<file path="src/rtl/ball_engine.sv">
// rtl/ball_engine.sv - frame-rate ball physics with paddle hits, scoring, serve and game-over sequencing
module ball_engine #(
   parameter int X_MIN       = 0,
   parameter int X_MAX       = 639,
   parameter int Y_MIN       = 0,
   parameter int Y_MAX       = 479,
   parameter int BALL_SIZE   = 4,
   parameter int PADDLE_HW   = 4,
   parameter int MAX_SPEED   = 6,
   parameter int SERVE_DELAY = 60,
   parameter int WIN_SCORE   = 7,
   parameter int SCORE_W     = 4
) (
   input  logic               frame_clk,
   input  logic               Reset,
   input  logic               Start,
   input  logic               Pause,
   input  logic [9:0]         PaddleX,
   input  logic [9:0]         PaddleY,
   input  logic [9:0]         PaddleS,
   input  logic [9:0]         Paddle2X,
   input  logic [9:0]         Paddle2Y,
   input  logic [9:0]         Paddle2S,
   output logic [9:0]         BallX,
   output logic [9:0]         BallY,
   output logic [9:0]         BallS,
   output logic [SCORE_W-1:0] Score1,
   output logic [SCORE_W-1:0] Score2,
   output logic               Hit,
   output logic               Goal,
   output logic               Serving,
   output logic               GameOver
);

   localparam int CNT_W = (SERVE_DELAY < 1) ? 1 : $clog2(SERVE_DELAY + 1);
   localparam logic [CNT_W-1:0]   CNT_INIT = CNT_W'(SERVE_DELAY);
   localparam logic [SCORE_W-1:0] WIN_V    = SCORE_W'(WIN_SCORE);
   localparam logic [9:0] X_CTR = 10'((X_MIN + X_MAX) / 2);
   localparam logic [9:0] Y_CTR = 10'((Y_MIN + Y_MAX) / 2);
   localparam logic signed [11:0] X_MIN_S = 12'(X_MIN);
   localparam logic signed [11:0] X_MAX_S = 12'(X_MAX);
   localparam logic signed [11:0] Y_MIN_S = 12'(Y_MIN);
   localparam logic signed [11:0] Y_MAX_S = 12'(Y_MAX);
   localparam logic signed [11:0] BS_S    = 12'(BALL_SIZE);
   localparam logic signed [11:0] HIT_X_S = 12'(PADDLE_HW + BALL_SIZE);
   localparam logic signed [11:0] MAX_S   = 12'(MAX_SPEED);
   localparam logic signed [11:0] X_LO    = 12'(X_MIN + BALL_SIZE);
   localparam logic signed [11:0] X_HI    = 12'(X_MAX - BALL_SIZE);
   localparam logic signed [11:0] Y_LO    = 12'(Y_MIN + BALL_SIZE);
   localparam logic signed [11:0] Y_HI    = 12'(Y_MAX - BALL_SIZE);

   typedef enum logic [1:0] {ST_SERVE, ST_PLAY, ST_OVER} state_t;

   state_t             state_q, state_d;
   logic [9:0]         ball_x_q, ball_x_d, ball_y_q, ball_y_d;
   logic signed [3:0]  vx_q, vx_d, vy_q, vy_d;
   logic [CNT_W-1:0]   cnt_q, cnt_d;
   logic [SCORE_W-1:0] score1_q, score1_d, score2_q, score2_d;
   logic               hit_q, hit_d, goal_q, goal_d;
   logic               serving_q, serving_d, over_q, over_d;
   logic               dir_neg_q, dir_neg_d, tog_q, tog_d;

   logic signed [11:0] bx_s, by_s, vx_s, vy_s, vy_b, mag, spd, vx_h, nx, ny;
   logic               hit_l, hit_r, goal_l, goal_r;
   logic [SCORE_W-1:0] s1_inc, s2_inc;

   function automatic logic signed [11:0] abs12(input logic signed [11:0] a);
      return (a < 12'sd0) ? -a : a;
   endfunction

   function automatic logic [9:0] clamp10(input logic signed [11:0] p,
                                          input logic signed [11:0] lo,
                                          input logic signed [11:0] hi);
      logic signed [11:0] r;
      r = p;
      if (p < lo) r = lo;
      else if (p > hi) r = hi;
      return 10'(r);
   endfunction

   // Widen everything to 12-bit signed so edge tests near zero never wrap
   assign bx_s = $signed({2'b00, ball_x_q});
   assign by_s = $signed({2'b00, ball_y_q});
   assign vx_s = $signed({{8{vx_q[3]}}, vx_q});
   assign vy_s = $signed({{8{vy_q[3]}}, vy_q});

   // Wall bounce on Y only when still moving into the wall
   assign vy_b = ((by_s - BS_S <= Y_MIN_S) && vy_q[3])          ? -vy_s :
                 ((by_s + BS_S >= Y_MAX_S) && (vy_s > 12'sd0))  ? -vy_s : vy_s;

   // Paddle boxes only count while the ball travels toward that paddle
   assign hit_l = (abs12(bx_s - $signed({2'b00, PaddleX})) <= HIT_X_S) &&
                  (abs12(by_s - $signed({2'b00, PaddleY})) <= $signed({2'b00, PaddleS}) + BS_S) &&
                  vx_q[3];
   assign hit_r = (abs12(bx_s - $signed({2'b00, Paddle2X})) <= HIT_X_S) &&
                  (abs12(by_s - $signed({2'b00, Paddle2Y})) <= $signed({2'b00, Paddle2S}) + BS_S) &&
                  (vx_s > 12'sd0);

   assign mag  = abs12(vx_s) + 12'sd1;
   assign spd  = (mag > MAX_S) ? MAX_S : mag;
   assign vx_h = hit_l ? spd : (hit_r ? -spd : vx_s);
   assign nx   = bx_s + vx_h;
   assign ny   = by_s + vy_b;

   // A hit always wins over a goal in the same frame
   assign goal_l = !(hit_l || hit_r) && (bx_s - BS_S <= X_MIN_S);
   assign goal_r = !(hit_l || hit_r) && !goal_l && (bx_s + BS_S >= X_MAX_S);
   assign s1_inc = score1_q + 1'b1;
   assign s2_inc = score2_q + 1'b1;

   // Next-frame state: serve countdown, play physics/scoring, game-over restart, pause hold
   always_comb begin
      state_d   = state_q;
      ball_x_d  = ball_x_q;
      ball_y_d  = ball_y_q;
      vx_d      = vx_q;
      vy_d      = vy_q;
      cnt_d     = cnt_q;
      score1_d  = score1_q;
      score2_d  = score2_q;
      dir_neg_d = dir_neg_q;
      tog_d     = tog_q;
      hit_d     = 1'b0;
      goal_d    = 1'b0;
      if (!Pause) begin
         case (state_q)
            ST_SERVE: begin
               ball_x_d = X_CTR;
               ball_y_d = Y_CTR;
               if (cnt_q == '0) begin
                  state_d = ST_PLAY;
                  vx_d    = dir_neg_q ? -4'sd1 : 4'sd1;
                  vy_d    = tog_q ? 4'sd1 : -4'sd1;
                  tog_d   = ~tog_q;
               end else begin
                  cnt_d = cnt_q - 1'b1;
               end
            end
            ST_PLAY: begin
               vx_d  = 4'(vx_h);
               vy_d  = 4'(vy_b);
               hit_d = hit_l | hit_r;
               if (goal_l || goal_r) begin
                  goal_d   = 1'b1;
                  ball_x_d = X_CTR;
                  ball_y_d = Y_CTR;
                  cnt_d    = CNT_INIT;
                  if (goal_l) begin
                     score2_d  = s2_inc;
                     dir_neg_d = 1'b1;
                     state_d   = (s2_inc == WIN_V) ? ST_OVER : ST_SERVE;
                  end else begin
                     score1_d  = s1_inc;
                     dir_neg_d = 1'b0;
                     state_d   = (s1_inc == WIN_V) ? ST_OVER : ST_SERVE;
                  end
               end else begin
                  ball_x_d = clamp10(nx, X_LO, X_HI);
                  ball_y_d = clamp10(ny, Y_LO, Y_HI);
               end
            end
            ST_OVER: begin
               ball_x_d = X_CTR;
               ball_y_d = Y_CTR;
               if (Start) begin
                  score1_d = '0;
                  score2_d = '0;
                  cnt_d    = CNT_INIT;
                  state_d  = ST_SERVE;
               end
            end
            default: state_d = ST_SERVE;
         endcase
      end
      serving_d = (state_d == ST_SERVE);
      over_d    = (state_d == ST_OVER);
   end

   // Frame register with synchronous reset overriding pause
   always_ff @(posedge frame_clk) begin
      if (Reset) begin
         state_q   <= ST_SERVE;
         ball_x_q  <= X_CTR;
         ball_y_q  <= Y_CTR;
         vx_q      <= 4'sd1;
         vy_q      <= -4'sd1;
         cnt_q     <= CNT_INIT;
         score1_q  <= '0;
         score2_q  <= '0;
         dir_neg_q <= 1'b0;
         tog_q     <= 1'b0;
         hit_q     <= 1'b0;
         goal_q    <= 1'b0;
         serving_q <= 1'b1;
         over_q    <= 1'b0;
      end else begin
         state_q   <= state_d;
         ball_x_q  <= ball_x_d;
         ball_y_q  <= ball_y_d;
         vx_q      <= vx_d;
         vy_q      <= vy_d;
         cnt_q     <= cnt_d;
         score1_q  <= score1_d;
         score2_q  <= score2_d;
         dir_neg_q <= dir_neg_d;
         tog_q     <= tog_d;
         hit_q     <= hit_d;
         goal_q    <= goal_d;
         serving_q <= serving_d;
         over_q    <= over_d;
      end
   end

   assign BallX    = ball_x_q;
   assign BallY    = ball_y_q;
   assign BallS    = 10'(BALL_SIZE);
   assign Score1   = score1_q;
   assign Score2   = score2_q;
   assign Hit      = hit_q;
   assign Goal     = goal_q;
   assign Serving  = serving_q;
   assign GameOver = over_q;

endmodule

</file>
<file path="config.mk">
export PLATFORM = sky130hd
export DESIGN_NAME = ball_engine
export DESIGN_NICKNAME = d
export VERILOG_FILES = /design/src/rtl/ball_engine.sv
export SDC_FILE = /design/constraint.sdc
export NUM_CORES = 1
export LEC_CHECK = 0
export CORE_AREA = 2 2 117 119
export CTS_CLUSTER_SIZE = 16
export DETAILED_ROUTE_END_ITERATION = 10
export DIE_AREA = 0 0 119 121
export PLACE_DENSITY = 0.82
export SYNTH_ARGS = -nofsm -noshare
export SYNTH_HDL_FRONTEND = slang
export SYNTH_SLANG_ARGS = --single-unit
</file>
<file path="constraint.sdc">
create_clock -name frame_clk -period 10.85 [get_ports frame_clk]
set_input_delay 2.17 -clock frame_clk [delete_from_list [all_inputs] [get_ports frame_clk]]
set_output_delay 2.17 -clock frame_clk [all_outputs]
set_load 0.05 [all_outputs]
</file>
==> metrics.txt, run 1 <==
outcome complete, no violations; Util after Layout 0.6594; DP HPWL 14980 microns; GRT overflow 0; CTS tree yes; CTS HTree Levels 2; Die H 121 microns; clock slew at reported path FFs 0.07 ns; Synth Cell Area ~0.0074 sq mm; most frequent cells in the layout ha_1 (108), inv_1 (98), clkdlybuf4s50_1 (95); Max Cap Violations 0; Synth Instances roughly 1000; ANT cells 0; starting density of the core 0.5645; Worst Clk Skew 0.009096 ns; initial DRC count 481; drt via density between 5 and 6; Syn-to-layout area delta 16.80%; Final setup violation count 0; required time of the critical path 11.03 ns; # IOs 106; top-area cell type share of the netlist area 0.1829; die area 0.01440 sq mm; CP Launch Type input pin; Seq cells post-synth 50; Final #Nets about 1300; # fillers 1141; PD cells 64.27 mW/mm^2; cts hold-fix bufs 0; first-pass GRT wire length 31280 microns; post-synthesis sequential area ratio 0.1355; antenna viol nets, final 0; clk_lat worst skew 0.29 ns; worst IR drop on VDD 0.06317 mV; commonest non-fill, non-tap cell in the layout ha_1; Slew Limit Fails 0; clock root cell clkbuf_16; Top FF cell, synth dfxtp_1; largest net degree at the start of global routing 24; crit path max fanout 11; Fmax 100.2 MHz; port bufs 95; YS warnings 0; Post-synth ARST share 0; final setup TNS 0 ns; GP Congestion 0.9301; syn_area_per_cell between 7 and 8 sq um; Setup CP Type in2reg; core area 0.01309 sq mm; Via Count 7394; slowest stage delay, CP approximately 0.47 ns; initial antenna violation count 0; WHS 0.5003 ns; Hold Crit Class reg2reg; share of layout cells above drive strength 1 0.02392; Synth area leader ha_1; CTS Buffer Depth 2; vias in the first global route 6762; post-CTS setup buffers 0; row count 42; CTS Buf Count 5; Routed WL 18780 microns; EDFF count, synth 0; Tmin final roughly 10 ns; # DRC 0; RSZ-0062 raised after global routing false; top post-synthesis cells by area ha_1 (18%), dfxtp_1 (14%), xnor2_1 (5.2%), inv_1 (5.0%), a21oi_1 (4.9%); Routed WL per cell 14.87 microns; gr usage total 0.2583; Slew HR 0.5353; Yosys cell types between 70 and 80; die width 119 microns; DRT Pass-1 Iters 5; Slew @ Worst Pin 0.6945 ns; slowest CP cell clkdlybuf4s50_1; Final Hold Vio Count 0; Post-CTS Resized 0; Critical Path AT around 10 ns; Sink Count 50; Pleak 0.003707 uW; CP Capture Type flop; fin crit share 0.9197
state kept, by name, indices dropped and copies added, names as in the netlist, 2 cells and up:
name	cells
Score1	4
BallX	10
Score2	4
vx_q	4
vy_q	4
cnt_q	6
state_q	2
BallY	10
layout make-up:
class | count | area [sq um] | area share
clock buffer | 5 | 125.1 | 0.01450
clock inverter | 3 | 47.55 | 0.005510
inverter | 99 | 371.6 | 0.04307
multi-input combinational | 832 | 5889 | 0.6826
sequential | 50 | 1001 | 0.1160
tap | 176 | 220.2 | 0.02552
timing repair buffer | 98 | 973.4 | 0.1128
Yosys cell counts, types with 13 or more instances:
| master | number |
|---|---|
| inv_1 | 98 |
| xnor2_1 | 44 |
| ha_1 | 108 |
| a211oi_1 | 18 |
| nand2_1 | 70 |
| and3_1 | 14 |
| o21ai_1 | 13 |
| o211ai_1 | 14 |
| dfxtp_1 | 50 |
| a21o_1 | 16 |
| clkbuf_1 | 18 |
| nor3_1 | 31 |
| nor2b_1 | 17 |
| nor2_1 | 88 |
| o21bai_1 | 16 |
| a21oi_1 | 73 |
| xor2_1 | 34 |
| nand3_1 | 33 |
| nand2b_1 | 18 |
| o21ai_0 | 37 |
per-layer routing:
metal / global-route usage / share of wire / up-vias
met5: 0 / 0 / -
met4: 0.06176 / 0.017 / 0
met3: 0.03055 / 0.053 / 24
met2: 0.4328 / 0.45 / 225
met1: 0.3546 / 0.48 / 3360
li1: - / - / 3785
critical path: cells and delay by family:
family                   cells  cell delay (ns)
AND/OR/NAND/NOR              8             1.28
AO/OA/AOI/OAI               19             4.22
XOR/XNOR                     2             0.42
adder cells (fa/ha/maj)      5             1.49
buffers and inverters        3             0.59
per-stage QoR:
step | setup slack (ns) | area [sq um] | total power (uW) | instances
2_1_floorplan | 1.778 | 7417 | 325.1 | 1011
4_1_cts | 0.9374 | 8628 | 557.1 | 1263
6_report | 0.8707 | 8628 | 554.6 | 1263
3_5_place_dp | 0.6779 | 8456 | 377.1 | 1255
3_3_place_gp | 0.8348 | 8456 | 372.7 | 1255
5_1_grt | 0.05422 | 8628 | 587.8 | 1263
report_power, final:
part           internal [uW]  total [uW]  switching (uW)
sequential               185         186            1.10
combinational           85.0         189             104
clock                    110         180            69.8
final timing paths:
kind	from	end	slack (ns)	cells after the start
setup / recovery	Paddle2Y[0]	BallX[6]$_SDFFE_PP0P_	0.87	37
setup reg to reg	BallY[0]$_SDFFE_PP1P_	BallX[6]$_SDFFE_PP0P_	2.67	37
hold / removal	vy_q[0]$_SDFFE_PP1P_	vy_q[0]$_SDFFE_PP1P_	0.50	2
hold reg to reg	vy_q[0]$_SDFFE_PP1P_	vy_q[0]$_SDFFE_PP1P_	0.50	2
kinds of logic after synthesis:
family / count (synthesis) / share of synthesized area
simple gates: 339 / 0.2332
xor+xnor: 78 / 0.09248
fa+ha+maj: 116 / 0.2019
flops: 50 / 0.1355
mux: 5 / 0.007283
buf+inv: 129 / 0.07131
other cells: 2 / 0.001017
compound gates: 284 / 0.2573
Power figures use the tool's default switching activity.
==> run 2, diff against run 1 <==
CORE_AREA = 4 4 118 120   (was 2 2 117 119)
CTS_BUF_LIST = sky130_fd_sc_hd__clkbuf_2 sky130_fd_sc_hd__clkbuf_4 sky130_fd_sc_hd__clkbuf_8   (was unset)
DIE_AREA = 0 0 122 124   (was 0 0 119 121)
PLACE_DENSITY = 0.83   (was 0.82)
==> metrics.txt, run 2 (synthesis results as in run 1) <==
Final setup violation count 0; commonest non-fill, non-tap cell in the layout ha_1; initial DRC count 618; Syn-to-layout area delta 15.75%; Critical Path AT 10.14 ns; M1 WL 9052 microns; starting density of the core 0.5691; Slew @ Worst Pin around 0.77 ns; die area 0.01513 sq mm; crit path max fanout 11; initial antenna violation count 0; post-CTS setup buffers 0; Clock power frac 0.241; clock slew at reported path FFs 0.11 ns; most frequent cells in the layout ha_1 (108), inv_1 (98), clkdlybuf4s50_1 (95); CTS tree yes; DP HPWL approximately 15000 microns; die width 122 microns; area of the multi-input gates 0.005889 sq mm; CTS HTree Levels 2; slowest stage delay, CP about 0.46 ns; clock root cell clkbuf_8; PD cells 57.95 mW/mm^2; met3 wire length 1152 microns; RSZ-0062 raised after global routing false; Hold Crit Class reg2reg; share of layout cells above drive strength 1 0.02392; Worst Clk Skew approximately 0.011 ns; DP Area about 0.0085 sq mm; Slew Limit Fails 0; clk_lat worst skew 0.32 ns; Sink Count 50; Slew HR 0.4813; first-pass GRT wire length 31360 microns; DRT Pass-1 Iters 5; final setup TNS 0 ns; core area 0.01298 sq mm; Final Cell Area 0.008551 sq mm; Cell Int Power ~320 uW; worst IR drop on VDD 0.04309 mV; # DRC 0; largest net degree at the start of global routing 24; max layer used met4; Via Count approximately 7500; gr usage total 0.2489; GP Congestion approximately 0.95; Util after Layout 0.6588; # IOs around 110; fin crit share 0.9148; Setup CP Type in2reg; GRT overflow 0; CTS Buf Count 5; # fillers 1150; ANT cells 0; switching part of the total power 0.3581; CP Launch Type input pin; Tmin final 9.926 ns; Comb pwr share 0.383; Reg area ~0.0010 sq mm; required time of the critical path roughly 11 ns; Routed WL 19150 microns; antenna viol nets, final 0; CP Capture Type flop; cts hold-fix bufs 0; flop-to-flop setup slack 2.63 ns; power share of the sequential group 0.375; Routed WL per cell 15.16 microns; Met2 Routed Length 8581 microns; outcome complete, no violations; port bufs 95; Sw Pwr between 150 and 200 uW; vias in the first global route 6875; Final #Nets 1264; slowest CP cell clkdlybuf4s50_1; Max Cap Violations 0; drt via density 5.909; Die H ~120 microns; row count 42; CTS Buffer Depth 2; Fmax 100.7 MHz; Final Hold Vio Count 0; Post-CTS Resized 0; Pleak roughly 0.0037 uW
## run 2: cell count changes in the layout (fill, tap and decap cells not counted)
cell and change:
clkbuf_8 +5, clkinv_4 -1, clkbuf_16 -5, bufinv_16 -1, inv_6 +2
## run 2: layout make-up
cell class,instances,area share
clock inverter,3,0.003073
clock buffer,5,0.008048
inverter,99,0.04346
multi-input combinational,832,0.6888
tap,176,0.02575
sequential,50,0.1171
timing repair buffer,98,0.1138
## run 2: stage by stage
step / total power (uW) / std cells / hold slack [ns] / setup slack (ns)
floorplan: 325.1 / 1011 / 0.4403 / 1.778
global placement: 373.3 / 1255 / 0.4702 / 0.9027
detailed placement: 376.9 / 1255 / 0.4844 / 0.6434
CTS: 494.9 / 1263 / 0.5058 / 0.9576
global route: 527.5 / 1263 / 0.5406 / 0.1304
finish: 495.5 / 1263 / 0.5013 / 0.9239
## run 2: power by group through the flow
stage | clock (uW) | combinational [uW] | sequential, uW
detailed placement | 0 | 187 | 190
global placement | 0 | 183 | 190
CTS | 121 | 188 | 186
floorplan | 0 | 135 | 190
finish | 120 | 190 | 186
global route | 129 | 213 | 186
## run 2: path summary, 6_finish.rpt
path,startpoint,end,depth (start not counted)
setup / recovery,Paddle2Y[0],BallX[6]$_SDFFE_PP0P_,37
hold / removal,cnt_q[1]$_SDFFE_PP0P_,cnt_q[1]$_SDFFE_PP0P_,2
setup reg to reg,BallY[0]$_SDFFE_PP1P_,BallX[6]$_SDFFE_PP0P_,37
hold reg to reg,cnt_q[1]$_SDFFE_PP0P_,cnt_q[1]$_SDFFE_PP0P_,2
## run 2: critical path: cells and delay by family
kind	cells	cell delay, ns
and+or+nand+nor	8	1.26
xor gates and xnor gates	2	0.40
adders and majority gates	5	1.48
AOI/OAI and AO/OA	19	4.25
buffers and inverters	3	0.57
## run 2: layer usage
layer	GRT usage	vias to the layer above
li1	-	3788
met5	0	-
met2	0.4161	216
met1	0.3423	3427
met4	0.05812	0
met3	0.03224	32
==> run 3, diff against run 2 <==
CTS_CLUSTER_SIZE = unset   (was 16)
SLEW_MARGIN = 0   (was unset)
clock period = 10.7 ns   (was 10.85 ns; I/O delays follow)
==> metrics.txt, run 3 (synthesis results as in run 1) <==
antenna viol nets, final 0; Slew HR 0.5118; CTS HTree Levels 2; clk_lat worst skew 0.31 ns; Setup CP Type in2reg; Hold Crit Class reg2reg; worst r2r src BallY[0]$_SDFFE_PP1P_; gr usage total 0.2525; Final Total Pwr 493.8 uW; crit path max fanout 11; share of layout cells above drive strength 1 0.02392; Final WS setup approximately 0.8 ns; CTS Buf Count 5; post-CTS setup buffers 0; outcome complete, no violations; # IOs roughly 110; GRT overflow 0; Final Hold Vio Count 0; Pleak 0.003666 uW; PD cells 57.79 mW/mm^2; CP Capture Type flop; most frequent cells in the layout ha_1 (108), inv_1 (98), clkdlybuf4s50_1 (95); Slew @ Worst Pin 0.7261 ns; Critical Path AT 10.09 ns; worst min-delay path startpoint vy_q[0]$_SDFFE_PP1P_; Sink Count 50; ANT cells 0; Routed WL 19300 microns; Syn-to-layout area delta 15.68%; CTS tree yes; fin crit share 0.9235; CTS Buffer Depth 2; final setup TNS 0 ns; core area 0.01298 sq mm; die width 122 microns; # DRC 0; Via Count between 7000 and 8000; die area ~0.015 sq mm; DRT Pass-1 Iters 5; RSZ-0062 raised after global routing false; Layout Cells excl Fill 1263; pre-CTS setup slack around 0.53 ns; worst IR drop on VDD 0.05132 mV; vias in the first global route 6970; required time of the critical path approximately 11 ns; initial DRC count 610; DP HPWL about 15000 microns; Setup crit start Paddle2Y[0]; flop-to-flop setup slack 2.51 ns; Tmin final 9.882 ns; Final #Nets about 1300; Final setup violation count 0; row count 42; Slew Limit Fails 0; placed cells about 1300; initial antenna violation count 0; largest net degree at the start of global routing 24; clock slew at reported path FFs 0.09 ns; Routed WL per cell 15.28 microns; commonest non-fill, non-tap cell in the layout ha_1; port bufs 95; drt via density just under 6; slowest CP cell clkdlybuf4s50_1; Max Cap Violations 0; Worst Clk Skew 0.008917 ns; slowest stage delay, CP around 0.46 ns; Die H 124 microns; Post-CTS Resized 0; Fmax 101.2 MHz; cts hold-fix bufs 0; CP Launch Type input pin; GP Congestion 0.9542; clock root cell clkbuf_8; first-pass GRT wire length 31960 microns; starting density of the core 0.5691
run 3: cell count changes in the layout (fill, tap and decap cells not counted), sizes merged:
cell / delta
inv: -3
clkinvlp: +1
clkinv: +2
run 3: cell type report:
cell class | count | area, sq um
Multi-Input combinational cell | 832 | 5889
Fill cell | 1171 | 4434
Sequential cell | 50 | 1001
Timing Repair Buffer | 98 | 973.4
Inverter | 99 | 371.6
Tap cell | 176 | 220.2
Clock buffer | 5 | 68.82
Clock inverter | 3 | 21.27
run 3: critical path: cells and delay by family:
family	cells	cell delay (ns)
simple gates	8	1.22
xor+xnor	2	0.39
fa+ha+maj	5	1.48
buf+inv	3	0.57
compound gates	19	4.29
run 3: layer usage:
layer / share of wire / track usage / up-vias / wire (microns)
li1: - / - / 3795 / -
met1: 0.47 / 0.3508 / 3411 / 9066
met2: 0.45 / 0.4251 / 253 / 8622
met3: 0.073 / 0.02816 / 23 / 1411
met4: 0.010 / 0.05112 / 0 / 201
met5: 0 / 0 / - / 0
run 3: stage by stage:
step / area [sq um] / hold slack (ns) / util
3_5_place_dp: 8456 / 0.4930 / 0.6514
5_1_grt: 8546 / 0.5426 / 0.6584
3_3_place_gp: 8456 / 0.4707 / 0.6514
4_1_cts: 8546 / 0.5080 / 0.6584
2_1_floorplan: 7417 / 0.4403 / -
6_report: 8546 / 0.5082 / 0.6584
run 3: path summary, 6_finish.rpt:
kind                           end  cells after the start
max          BallX[6]$_SDFFE_PP0P_                     37
min           vy_q[0]$_SDFFE_PP1P_                      2
max reg2reg  BallX[6]$_SDFFE_PP0P_                     37
min reg2reg   vy_q[0]$_SDFFE_PP1P_                      2
run 3: power by group:
part	switching [uW]	leakage (uW)	internal, uW
combinational	106	0.00322	86.3
sequential	1.17	0.000404	187
clock	67.0	0.0000441	46.1
